===== src/rtl/cpc_serial_card_if.sv =====
// Z80 expansion-port bus as seen by the serial card: address, data, strobes and interrupt.
// The host CPU side uses the master modport and the card uses the slave modport.
interface cpc_serial_card_if;
    logic [15:0] cpu_addr;
    logic [7:0]  cpu_dout;
    logic [7:0]  cpu_din;
    logic        iorq;
    logic        rd;
    logic        wr;
    logic        m1;
    logic        irq;

    modport master (
        output cpu_addr, cpu_dout, iorq, rd, wr, m1,
        input  cpu_din, irq
    );

    modport slave (
        input  cpu_addr, cpu_dout, iorq, rd, wr, m1,
        output cpu_din, irq
    );
endinterface


===== src/rtl/cpc_serial_card.sv =====
// 8N1 serial card at &F8DC-&F8DF: 4-deep RX FIFO, TX holding + shift register, 16x baud generator.
// Optional interrupt logic is enabled by defining CPC_SERIAL_IRQ_EN; otherwise irq is tied low.
module cpc_serial_card (
    input  logic             clk,
    input  logic             reset,
    input  logic             phi_en_p,
    cpc_serial_card_if.slave bus,
    input  logic             rxd,
    output logic             txd
);

    localparam logic [7:0]  DIV_RESET = 8'd25;
    localparam logic [13:0] IO_BASE   = {8'hF8, 6'b110111};

    typedef enum logic [1:0] {RX_IDLE, RX_START, RX_DATA, RX_STOP} rx_state_t;
    typedef enum logic [1:0] {TX_IDLE, TX_START, TX_DATA, TX_STOP} tx_state_t;

    // ---------------------------------------------------------------- bus decode
    logic       sel;
    logic       rd_sel;
    logic       wr_sel;
    logic [1:0] reg_idx;
    logic       wr_seen_reg;
    logic       rd_data_reg;
    logic       wr_pulse;
    logic       wr_data;
    logic       wr_ctrl;
    logic       wr_div;
    logic       pop_req;

    assign sel     = bus.iorq & ~bus.m1 & (bus.cpu_addr[15:2] == IO_BASE);
    assign reg_idx = bus.cpu_addr[1:0];
    assign rd_sel  = sel & bus.rd;
    assign wr_sel  = sel & bus.wr;

    // A held write strobe acts once; reg0 reads pop when the strobe goes away.
    assign wr_pulse = wr_sel & ~wr_seen_reg;
    assign wr_data  = wr_pulse & (reg_idx == 2'd0);
    assign wr_ctrl  = wr_pulse & (reg_idx == 2'd1);
    assign wr_div   = wr_pulse & (reg_idx == 2'd2);
    assign pop_req  = rd_data_reg & ~rd_sel;

    always_ff @(posedge clk or posedge reset) begin
        if (reset) begin
            wr_seen_reg <= 1'b0;
            rd_data_reg <= 1'b0;
        end else begin
            wr_seen_reg <= wr_sel;
            rd_data_reg <= rd_sel & (reg_idx == 2'd0);
        end
    end

    // ---------------------------------------------------------------- baud generator
    logic [7:0] div_reg;
    logic [7:0] div_act_reg;
    logic [7:0] baud_cnt_reg;
    logic       tick;

    assign tick = phi_en_p & (baud_cnt_reg == div_act_reg);

    // The active divisor only changes on a tick, so the counter never overshoots it.
    always_ff @(posedge clk or posedge reset) begin
        if (reset) begin
            div_reg      <= DIV_RESET;
            div_act_reg  <= DIV_RESET;
            baud_cnt_reg <= 8'd0;
        end else begin
            if (wr_div) begin
                div_reg <= bus.cpu_dout;
            end
            if (tick) begin
                baud_cnt_reg <= 8'd0;
                div_act_reg  <= div_reg;
            end else if (phi_en_p) begin
                baud_cnt_reg <= baud_cnt_reg + 8'd1;
            end
        end
    end

    // ---------------------------------------------------------------- receiver
    logic [1:0] rx_sync_reg;
    logic       rx_bit;
    rx_state_t  rx_state_reg, rx_state_next;
    logic [3:0] rx_tick_reg, rx_tick_next;
    logic [2:0] rx_bit_reg, rx_bit_next;
    logic [7:0] rx_shift_reg, rx_shift_next;
    logic       rx_push;
    logic       framing_set;

    assign rx_bit = rx_sync_reg[1];

    always_ff @(posedge clk or posedge reset) begin
        if (reset) begin
            rx_sync_reg  <= 2'b11;
            rx_state_reg <= RX_IDLE;
            rx_tick_reg  <= 4'd0;
            rx_bit_reg   <= 3'd0;
            rx_shift_reg <= 8'd0;
        end else begin
            rx_sync_reg  <= {rx_sync_reg[0], rxd};
            rx_state_reg <= rx_state_next;
            rx_tick_reg  <= rx_tick_next;
            rx_bit_reg   <= rx_bit_next;
            rx_shift_reg <= rx_shift_next;
        end
    end

    // Start is confirmed 8 ticks in (mid-bit); every later sample is 16 ticks on.
    always_comb begin
        rx_state_next = rx_state_reg;
        rx_tick_next  = rx_tick_reg;
        rx_bit_next   = rx_bit_reg;
        rx_shift_next = rx_shift_reg;
        rx_push       = 1'b0;
        framing_set   = 1'b0;
        case (rx_state_reg)
            RX_IDLE: begin
                if (tick && !rx_bit) begin
                    rx_state_next = RX_START;
                    rx_tick_next  = 4'd0;
                end
            end
            RX_START: begin
                if (tick) begin
                    if (rx_tick_reg == 4'd7) begin
                        rx_tick_next  = 4'd0;
                        rx_bit_next   = 3'd0;
                        rx_state_next = rx_bit ? RX_IDLE : RX_DATA;
                    end else begin
                        rx_tick_next = rx_tick_reg + 4'd1;
                    end
                end
            end
            RX_DATA: begin
                if (tick) begin
                    rx_tick_next = rx_tick_reg + 4'd1;
                    if (rx_tick_reg == 4'd15) begin
                        rx_shift_next = {rx_bit, rx_shift_reg[7:1]};
                        rx_bit_next   = rx_bit_reg + 3'd1;
                        if (rx_bit_reg == 3'd7) begin
                            rx_state_next = RX_STOP;
                        end
                    end
                end
            end
            RX_STOP: begin
                if (tick) begin
                    rx_tick_next = rx_tick_reg + 4'd1;
                    if (rx_tick_reg == 4'd15) begin
                        rx_state_next = RX_IDLE;
                        rx_push       = rx_bit;
                        framing_set   = ~rx_bit;
                    end
                end
            end
        endcase
    end

    // ---------------------------------------------------------------- RX FIFO
    logic [7:0] fifo_mem [4];
    logic [1:0] fifo_wr_ptr_reg;
    logic [1:0] fifo_rd_ptr_reg;
    logic [2:0] fifo_count_reg;
    logic       fifo_empty;
    logic       fifo_full;
    logic       pop_do;
    logic       push_do;
    logic       overrun_set;

    assign fifo_empty  = (fifo_count_reg == 3'd0);
    assign fifo_full   = (fifo_count_reg == 3'd4);
    assign pop_do      = pop_req & ~fifo_empty;
    // A pop in the same cycle frees the slot, so a full FIFO still accepts the byte.
    assign push_do     = rx_push & (~fifo_full | pop_do);
    assign overrun_set = rx_push & fifo_full & ~pop_do;

    always_ff @(posedge clk) begin
        if (push_do) begin
            fifo_mem[fifo_wr_ptr_reg] <= rx_shift_reg;
        end
    end

    always_ff @(posedge clk or posedge reset) begin
        if (reset) begin
            fifo_wr_ptr_reg <= 2'd0;
            fifo_rd_ptr_reg <= 2'd0;
            fifo_count_reg  <= 3'd0;
        end else begin
            if (push_do) begin
                fifo_wr_ptr_reg <= fifo_wr_ptr_reg + 2'd1;
            end
            if (pop_do) begin
                fifo_rd_ptr_reg <= fifo_rd_ptr_reg + 2'd1;
            end
            case ({push_do, pop_do})
                2'b10:   fifo_count_reg <= fifo_count_reg + 3'd1;
                2'b01:   fifo_count_reg <= fifo_count_reg - 3'd1;
                default: fifo_count_reg <= fifo_count_reg;
            endcase
        end
    end

    // ---------------------------------------------------------------- transmitter
    tx_state_t  tx_state_reg, tx_state_next;
    logic [3:0] tx_tick_reg;
    logic [2:0] tx_bit_reg, tx_bit_next;
    logic [7:0] tx_shift_reg, tx_shift_next;
    logic [7:0] hold_reg;
    logic       hold_full_reg;
    logic       hold_take;
    logic       bit_end;

    // Free-running tick counter defines the bit boundaries for the whole transmitter.
    assign bit_end = tick & (tx_tick_reg == 4'd15);

    always_ff @(posedge clk or posedge reset) begin
        if (reset) begin
            tx_state_reg  <= TX_IDLE;
            tx_tick_reg   <= 4'd0;
            tx_bit_reg    <= 3'd0;
            tx_shift_reg  <= 8'd0;
            hold_reg      <= 8'd0;
            hold_full_reg <= 1'b0;
        end else begin
            tx_state_reg <= tx_state_next;
            tx_bit_reg   <= tx_bit_next;
            tx_shift_reg <= tx_shift_next;
            if (tick) begin
                tx_tick_reg <= tx_tick_reg + 4'd1;
            end
            if (hold_take) begin
                hold_full_reg <= 1'b0;
            end
            if (wr_data && !hold_full_reg) begin
                hold_reg      <= bus.cpu_dout;
                hold_full_reg <= 1'b1;
            end
        end
    end

    always_comb begin
        tx_state_next = tx_state_reg;
        tx_bit_next   = tx_bit_reg;
        tx_shift_next = tx_shift_reg;
        hold_take     = 1'b0;
        case (tx_state_reg)
            TX_IDLE: begin
                if (bit_end && hold_full_reg) begin
                    tx_state_next = TX_START;
                    tx_shift_next = hold_reg;
                    hold_take     = 1'b1;
                end
            end
            TX_START: begin
                if (bit_end) begin
                    tx_state_next = TX_DATA;
                    tx_bit_next   = 3'd0;
                end
            end
            TX_DATA: begin
                if (bit_end) begin
                    tx_shift_next = {1'b0, tx_shift_reg[7:1]};
                    tx_bit_next   = tx_bit_reg + 3'd1;
                    if (tx_bit_reg == 3'd7) begin
                        tx_state_next = TX_STOP;
                    end
                end
            end
            TX_STOP: begin
                if (bit_end) begin
                    if (hold_full_reg) begin
                        tx_state_next = TX_START;
                        tx_shift_next = hold_reg;
                        hold_take     = 1'b1;
                    end else begin
                        tx_state_next = TX_IDLE;
                    end
                end
            end
        endcase
    end

    // Decoded straight from state so an asynchronous reset idles the line at once.
    always_comb begin
        case (tx_state_reg)
            TX_START: txd = 1'b0;
            TX_DATA:  txd = tx_shift_reg[0];
            default:  txd = 1'b1;
        endcase
    end

    // ---------------------------------------------------------------- status, errors, irq
    logic overrun_reg;
    logic framing_reg;
    logic irq_int;

    always_ff @(posedge clk or posedge reset) begin
        if (reset) begin
            overrun_reg <= 1'b0;
            framing_reg <= 1'b0;
        end else begin
            if (wr_ctrl && bus.cpu_dout[7]) begin
                overrun_reg <= 1'b0;
                framing_reg <= 1'b0;
            end
            if (overrun_set) begin
                overrun_reg <= 1'b1;
            end
            if (framing_set) begin
                framing_reg <= 1'b1;
            end
        end
    end

`ifdef CPC_SERIAL_IRQ_EN
    logic rx_ie_reg;
    logic tx_ie_reg;
    logic irq_reg;

    always_ff @(posedge clk or posedge reset) begin
        if (reset) begin
            rx_ie_reg <= 1'b0;
            tx_ie_reg <= 1'b0;
            irq_reg   <= 1'b0;
        end else begin
            if (wr_ctrl) begin
                rx_ie_reg <= bus.cpu_dout[0];
                tx_ie_reg <= bus.cpu_dout[1];
            end
            irq_reg <= (rx_ie_reg & ~fifo_empty) | (tx_ie_reg & ~hold_full_reg) | overrun_reg;
        end
    end

    assign irq_int = irq_reg;
`else
    assign irq_int = 1'b0;
`endif

    assign bus.irq = irq_int;

    logic [7:0] status;
    logic [7:0] din_mux;

    assign status = {2'b00, irq_int, framing_reg, overrun_reg,
                     (tx_state_reg == TX_IDLE), ~hold_full_reg, ~fifo_empty};

    // Unselected reads return all-ones because the host ANDs the expansion data bus.
    always_comb begin
        din_mux = 8'hFF;
        if (rd_sel) begin
            case (reg_idx)
                2'd0:    din_mux = fifo_empty ? 8'h00 : fifo_mem[fifo_rd_ptr_reg];
                2'd1:    din_mux = status;
                2'd2:    din_mux = div_reg;
                default: din_mux = 8'hFF;
            endcase
        end
    end

    assign bus.cpu_din = din_mux;

endmodule


===== src/flat_wrapper.sv =====
// flat-port wrapper written by rule: the top's interface ports become plain ports
module cpc_serial_card_flat 
  (clk, reset, phi_en_p, rxd, txd, bus_cpu_addr, bus_cpu_dout, bus_iorq, bus_rd, bus_wr, bus_m1, bus_cpu_din, bus_irq);
  cpc_serial_card_if bus_i ();
  input  logic clk;
  input  logic reset;
  input  logic phi_en_p;
  input  logic rxd;
  output logic txd;
  input wire logic [$bits(bus_i.cpu_addr)-1:0] bus_cpu_addr;
  input wire logic [$bits(bus_i.cpu_dout)-1:0] bus_cpu_dout;
  input wire logic [$bits(bus_i.iorq)-1:0] bus_iorq;
  input wire logic [$bits(bus_i.rd)-1:0] bus_rd;
  input wire logic [$bits(bus_i.wr)-1:0] bus_wr;
  input wire logic [$bits(bus_i.m1)-1:0] bus_m1;
  output wire logic [$bits(bus_i.cpu_din)-1:0] bus_cpu_din;
  output wire logic [$bits(bus_i.irq)-1:0] bus_irq;
  assign bus_i.cpu_addr = bus_cpu_addr;
  assign bus_i.cpu_dout = bus_cpu_dout;
  assign bus_i.iorq = bus_iorq;
  assign bus_i.rd = bus_rd;
  assign bus_i.wr = bus_wr;
  assign bus_i.m1 = bus_m1;
  assign bus_cpu_din = bus_i.cpu_din;
  assign bus_irq = bus_i.irq;
  cpc_serial_card u_core (.clk(clk), .reset(reset), .phi_en_p(phi_en_p), .bus(bus_i), .rxd(rxd), .txd(txd));
endmodule

===== config.mk =====
export PLATFORM = sky130hd
export DESIGN_NAME = cpc_serial_card_flat
export DESIGN_NICKNAME = d
export VERILOG_FILES = /design/src/rtl/cpc_serial_card_if.sv /design/src/rtl/cpc_serial_card.sv /design/src/flat_wrapper.sv
export SDC_FILE = /design/constraint.sdc
export NUM_CORES = 1
export LEC_CHECK = 0
export BUFFER_PORTS_ARGS = -buffer_cell sky130_fd_sc_hd__clkbuf_2
export CAP_MARGIN = 20
export CELL_PAD_IN_SITES_DETAIL_PLACEMENT = 1
export CELL_PAD_IN_SITES_GLOBAL_PLACEMENT = 2
export CORE_ASPECT_RATIO = 1.5
export CORE_MARGIN = 2
export CORE_UTILIZATION = 41
export DETAILED_ROUTE_END_ITERATION = 12
export PLACE_DENSITY_LB_ADDON = 0.1
export SKIP_LAST_GASP = 1
export SLEW_MARGIN = 20
export SYNTH_ARGS = -nofsm -noshare
export SYNTH_HDL_FRONTEND = slang
export SYNTH_SLANG_ARGS = --single-unit

===== constraint.sdc =====
create_clock -name clk -period 4.02 [get_ports clk]
set_clock_uncertainty 0.2 [all_clocks]
set_input_delay 0.603 -clock clk [delete_from_list [all_inputs] [get_ports clk]]
set_output_delay 0.603 -clock clk [all_outputs]
set_load 0.005 [all_outputs]

Word-level counts from Yosys, hierarchy flattened --
Memories as Yosys holds them, arrays and structs flattened. Cells that the tools add are included.
Operators by class: multipliers 0, magnitude comparators 0, bitwise operators 25, equal/unequal tests 33, divide/modulo/power cells 0, muxes and demuxes 59, shift-type cells 0, reductions and logical operators 26, $add $sub $neg 9
Operators with widths (number):
- $mux 8 | 8
- $pmux 8 s3 | 2
- $mux 2 | 14
- $ne 2x1->1 const B | 14
- $mux 3 | 6
- $pmux 3 s2 | 3
- $mux 1 | 17
- $and 1x1->1 | 16
- $mux 4 | 4
- $pmux 2 s4 | 2
- $reduce_and 5->1 | 3
- $eq 14x14->1 const B | 1
- $reduce_bool 2->1 | 7
- $eq 2x2->1 const B | 6
- $pmux 4 s3 | 1
- $add 3x1->3 const B | 3
- $eq 3x3->1 const B | 3
- $reduce_and 3->1 | 3
- $add 4x1->4 const B | 2
- $add 8x1->8 const B | 1
- $eq 2x1->1 const B | 4
- $eq 4x4->1 const B | 2
- $eq 8x8->1 | 1
- $not 1->1 | 8
- 13 further kinds | 21
Storage, ports and cells: memories kept 1, word-level logic and storage cells 174, output and inout bits 10, input port bits 32, latch bits 0, bits in registers 80, memory bits (writable) 32, ROM bits 0
Memories:
- u_core.fifo_mem | words 4, width 8, read ports 1, clocked after memory_dff 0, wr ports 1, RTL line cpc_serial_card.sv:160 | logic [7:0] fifo_mem [4];

Logic depth before layout (Yosys ltp) --
depth in word-level cells 11, mapped depth 11, mapped depth without buffers 11

Worst setup path before layout --
OpenSTA, ideal clock, no wires.
path kind register -> register, from reg u_core.div_act_reg[3], to reg u_core.fifo_count_reg[2], stages on the path, launching flop included 12, arrival 2900 ps, setup slack 794 ps, data required time 3695 ps, clock period less this slack 3226 ps, path buffers 0, library setup time 125 ps, path through dfstp_2 -> xnor2_1 -> nand4_1 -> or3_4 -> or4_4 -> nor2b_4 -> inv_1 -> ha_1 -> fa_1 -> xnor2_1 -> nor2_1 -> xor2_1
On the way: longest elaborated chain between the ends 7, elaborated cells between the ends (all ways) 9, those cells by class eq/ne (3); mux (3); bitwise (2); reduce/logical (1)
Ends and longest elaborated chain:
- start, declared | RTL line cpc_serial_card.sv:55 | logic [7:0] div_act_reg;
- start signal, assigned | RTL line cpc_serial_card.sv:73 | div_act_reg <= div_reg;
- $eq 8x8->1 * | RTL line cpc_serial_card.sv:59 | assign tick = phi_en_p & (baud_cnt_reg == div_act_reg);
- $and 1x1->1 * | RTL line cpc_serial_card.sv:59
- $mux 1 * | RTL line cpc_serial_card.sv:147 | if (tick) begin
- $mux 1 * | RTL line cpc_serial_card.sv:116 | case (rx_state_reg)
- $and 1x1->1 * | RTL line cpc_serial_card.sv:174 | assign push_do = rx_push & (~fifo_full | pop_do);
- $eq 2x1->1 / $eq 2x2->1 (equally long branches) | RTL line cpc_serial_card.sv:195 | case ({push_do, pop_do})
- $pmux 3 s2 / $reduce_bool 2->1 (equally long branches)
- end signal, assigned | RTL line cpc_serial_card.sv:196 | 2'b10: fifo_count_reg <= fifo_count_reg + 3'd1;
- end signal, assigned | RTL line cpc_serial_card.sv:197 | 2'b01: fifo_count_reg <= fifo_count_reg - 3'd1;
- end signal, assigned | RTL line cpc_serial_card.sv:198 | default: fifo_count_reg <= fifo_count_reg;
- end, declared | RTL line cpc_serial_card.sv:163 | logic [2:0] fifo_count_reg;
Every way passes the cells marked *; elsewhere a longest branch is shown, timed or not. A chain may end at the register's enable or synchronous reset.

Worst setup path in the final report --
Ends and elaborated chain as after synthesis.

==> flow_summary_export.csv <==
group,metric,value,unit
status,status,"complete, no violations",
critical_path,slowest_delay,0.54,ns
clock_network,ctsHoldBuffers,1,
critical_path,crit_top_cell,"xnor2_1",
die,rows,50,
global_routing,gr-total-overflow,0,
critical_path,worstPathArrival,3.67,ns
min_path,holdCritStartpoint,"rxd",
global_routing,grt_pass1_vias,3634,
die,start_util,42.13,%
critical_path,reg2reg_setup_slack,0.43,ns
final_layout,regArea,2973,um2
final_layout,final_common_cell,"dfrtp_1",
die,pin_count,42,
final_layout,final_cell_mix,"72 x dfrtp_1, 51 x nand2_1, 40 x clkbuf_2",
final_layout,fin_util,47.64,%
critical_path,r2r-end,"u_core.fifo_count_reg[2]",
drt,viasPerCell,5.307,
logic_synthesis,synthAdderAreaFrac,5.338,%
critical_path,critPathSlowestCell,"dfstp_2",
critical_path,worst_setup_path_start_kind,"flop",
logic_synthesis,synth_top_family_by_area,"multiplexers",
pwr,p_per_area,467.3,nW/um2
pwr,p_leak,2.688,nW
critical_path,reg2reg_depth,11,
clock_network,insertion_delay,0.36,ns
drt,drc,0,
drt,vias,3349,
timing,timing.slew.headroom,56.34,%
critical_path,worstSetupPathType,"flop to flop",
die,fp.dieW,96.81,um
critical_path,r2r-start,"u_core.div_act_reg[3]",
clock_network,tritoncts,"built",
logic_synthesis,synth_compound_area_share,6.944,%
timing,finalHoldViolations,0,
logic_synthesis,syn_area_per_cell,12.41,um2
logic_synthesis,ys.flop_type,"dfrtp_1",
clock_network,ctsResizeCount,0,
final_layout,layout-drive-gt1-share,26.53,%
timing,rsz0062_at_grt,"no",
min_path,holdPathEnd,"u_core.rx_sync_reg[0]",
critical_path,path_cells,"xnor2_1, nand4_1, or3_4, or4_4, nor2b_4, inv_1, ha_1, fa_1, xnor2_1, nor2_1, xor2_1",
clock_network,path_clk_slew,0.08,ns
final_layout,largest_register_ffs,32,
min_path,hold_path.class,"input port to flop",
timing,period_share,89.41,%
drt,drtAntennaViolNets,0,
critical_path,required,4.10,ns
final_layout,multiInputGateArea,2208,um2
logic_synthesis,synth_area,5298,um2
clock_network,clock_path_buffers,2,
clock_network,root_buffer,"clkbuf_16",
clock_network,htreeDepth,3,
timing,fmax,278.2,MHz
timing,fin_tns_setup,0,ns
logic_synthesis,synthesis.instances,427,
timing,setup_viol,0,
clock_network,post_cts.repair.setup_buffers,0,
final_layout,area_delta_synth_final,13.08,%
placement,hpwl,8951,um
final_layout,fillCellCount,1330,
critical_path,crit_family,"simple AND/OR/NAND/NOR gates",
placement,portBuffers,40,
clock_network,numCtsBuffers,9,
drt,drtPass1Iterations,4,
logic_synthesis,yosysWarnings,0,
drt,drtIter0Drc,72,
logic_synthesis,synth-xor-area-share,3.803,%
final_layout,largest-register,"u_core.fifo_mem",
pwr,vdd_drop_max,230.5,uV
final_layout,num-nets-final,524,
logic_synthesis,ys_seq_area_share,56.12,%
logic_synthesis,ys_types,55,
final_layout,diodes,0,
die,core-area,12570,um2
logic_synthesis,muxShareOfSynthArea,12.87,%
critical_path,cp.depth,11,
timing,drv_slew,0,
logic_synthesis,postSynthRegisterBits,112,
drt,wire_per_inst,18.83,um
logic_synthesis,synth.net_count,481,
logic_synthesis,postSynth.asyncResetShare,71.43,%
global_routing,grt_pass1_wl,19310,um
critical_path,crit_buf_inv,1,
timing,worstMarginPinSlew,0.6549,ns
critical_path,cp_max_fo,14,
logic_synthesis,synth-simple-area-share,12.56,%
drt,wl,11880,um
global_routing,antenna_found_initial,0,
min_path,whs_path_depth,1,
die,die_h,143.2,um
critical_path,end_kind,"flop",
flow_run,maxCapViolations,0,
timing,period_minus_slack,3.594,ns
logic_synthesis,synth_edf_count,32,
global_routing,grt_max_degree,33,
global_routing,grt_use_total,18.14,%
clock_network,cts.sinks,112,
placement,finalWeightedCongestion,0.7905,
die,die_area,13860,um2
==> worst max-delay path by stage <==
stage	from	endpoint	slack [ns]
final	u_core.div_act_reg[3]	u_core.fifo_count_reg[2]	0.43
after global routing	u_core.div_act_reg[4]	u_core.fifo_count_reg[2]	0.19
after CTS	u_core.div_act_reg[3]	u_core.fifo_count_reg[2]	0.39
after detailed placement	phi_en_p	u_core.fifo_count_reg[2]	0.41
after global placement	phi_en_p	u_core.fifo_count_reg[2]	0.52
after floorplan	u_core.div_act_reg[3]	u_core.fifo_count_reg[2]	0.79
==> through the flow <==
| step | area, um2 | hold WS (ns) | setup WS [ns] | cells | power, W |
|---|---|---|---|---|---|
| after floorplan | 5298 | 0.1452 | 0.7944 | 427 | 0.001753 |
| after global placement | 5675 | 0.1491 | 0.5178 | 614 | 0.001908 |
| after detailed placement | 5675 | 0.1478 | 0.4098 | 614 | 0.001930 |
| after CTS | 5991 | 0.1125 | 0.3854 | 631 | 0.002845 |
| after global routing | 5991 | 0.1213 | 0.1880 | 631 | 0.002957 |
| final | 5991 | 0.1256 | 0.4256 | 631 | 0.002799 |
==> cell type report <==
type,instances,share of cell area [%]
Clock buffer,9,3.759
Clock inverter,7,1.337
Inverter,18,1.149
Multi-Input combinational cell,284,36.86
Sequential cell,112,49.62
Tap cell,156,3.258
Timing Repair Buffer,45,4.010
==> per-layer routing <==
layer / track usage [%] / routed length [um]
met1: 20.91 / 4975
met3: 2.937 / 193
met2: 33.63 / 6451
met4: 6.968 / 261
met5: 0 / 0
==> cells in the mapped netlist, types with 3 or more instances <==
cell type	count	area [um2]
edfxtp_1	32	960.9
a21oi_1	4	20.02
mux2_1	3	33.78
dfrtp_1	72	1802
inv_1	18	67.56
xor2_1	8	70.07
o31ai_1	3	22.52
and2_1	7	43.79
mux2_4	8	120.1
nand2_1	51	191.4
mux4_2	8	180.2
dfstp_2	8	210.2
nand3_1	5	25.02
nand2b_1	5	31.28
nor2_1	24	90.09
nand4b_1	4	35.03
nand4_1	8	50.05
xnor2_1	15	131.4
a221oi_1	4	35.03
clkbuf_1	10	37.54
nor4_1	3	18.77
o21ai_0	33	165.2
nor3_1	8	40.04
ha_1	21	262.8
mux2_2	30	337.8
==> cell families (layout without fill, tap and decap cells) <==
logic type / after synthesis / in the layout
AOI/OAI and AO/OA: 58 / 58
and+or+nand+nor: 130 / 130
buffers and inverters: 31 / 79
adders and majority gates: 22 / 22
other: 1 / 1
DFF: 112 / 112
muxes: 50 / 50
xor gates and xnor gates: 23 / 23
==> power by group <==
group	switching [W]	internal, W	total [W]
Clock	0.000462	0.000445	0.000907
Sequential	0.0000775	0.00123	0.00131
Combinational	0.000351	0.000233	0.000584
Power figures use the tool's default switching activity.
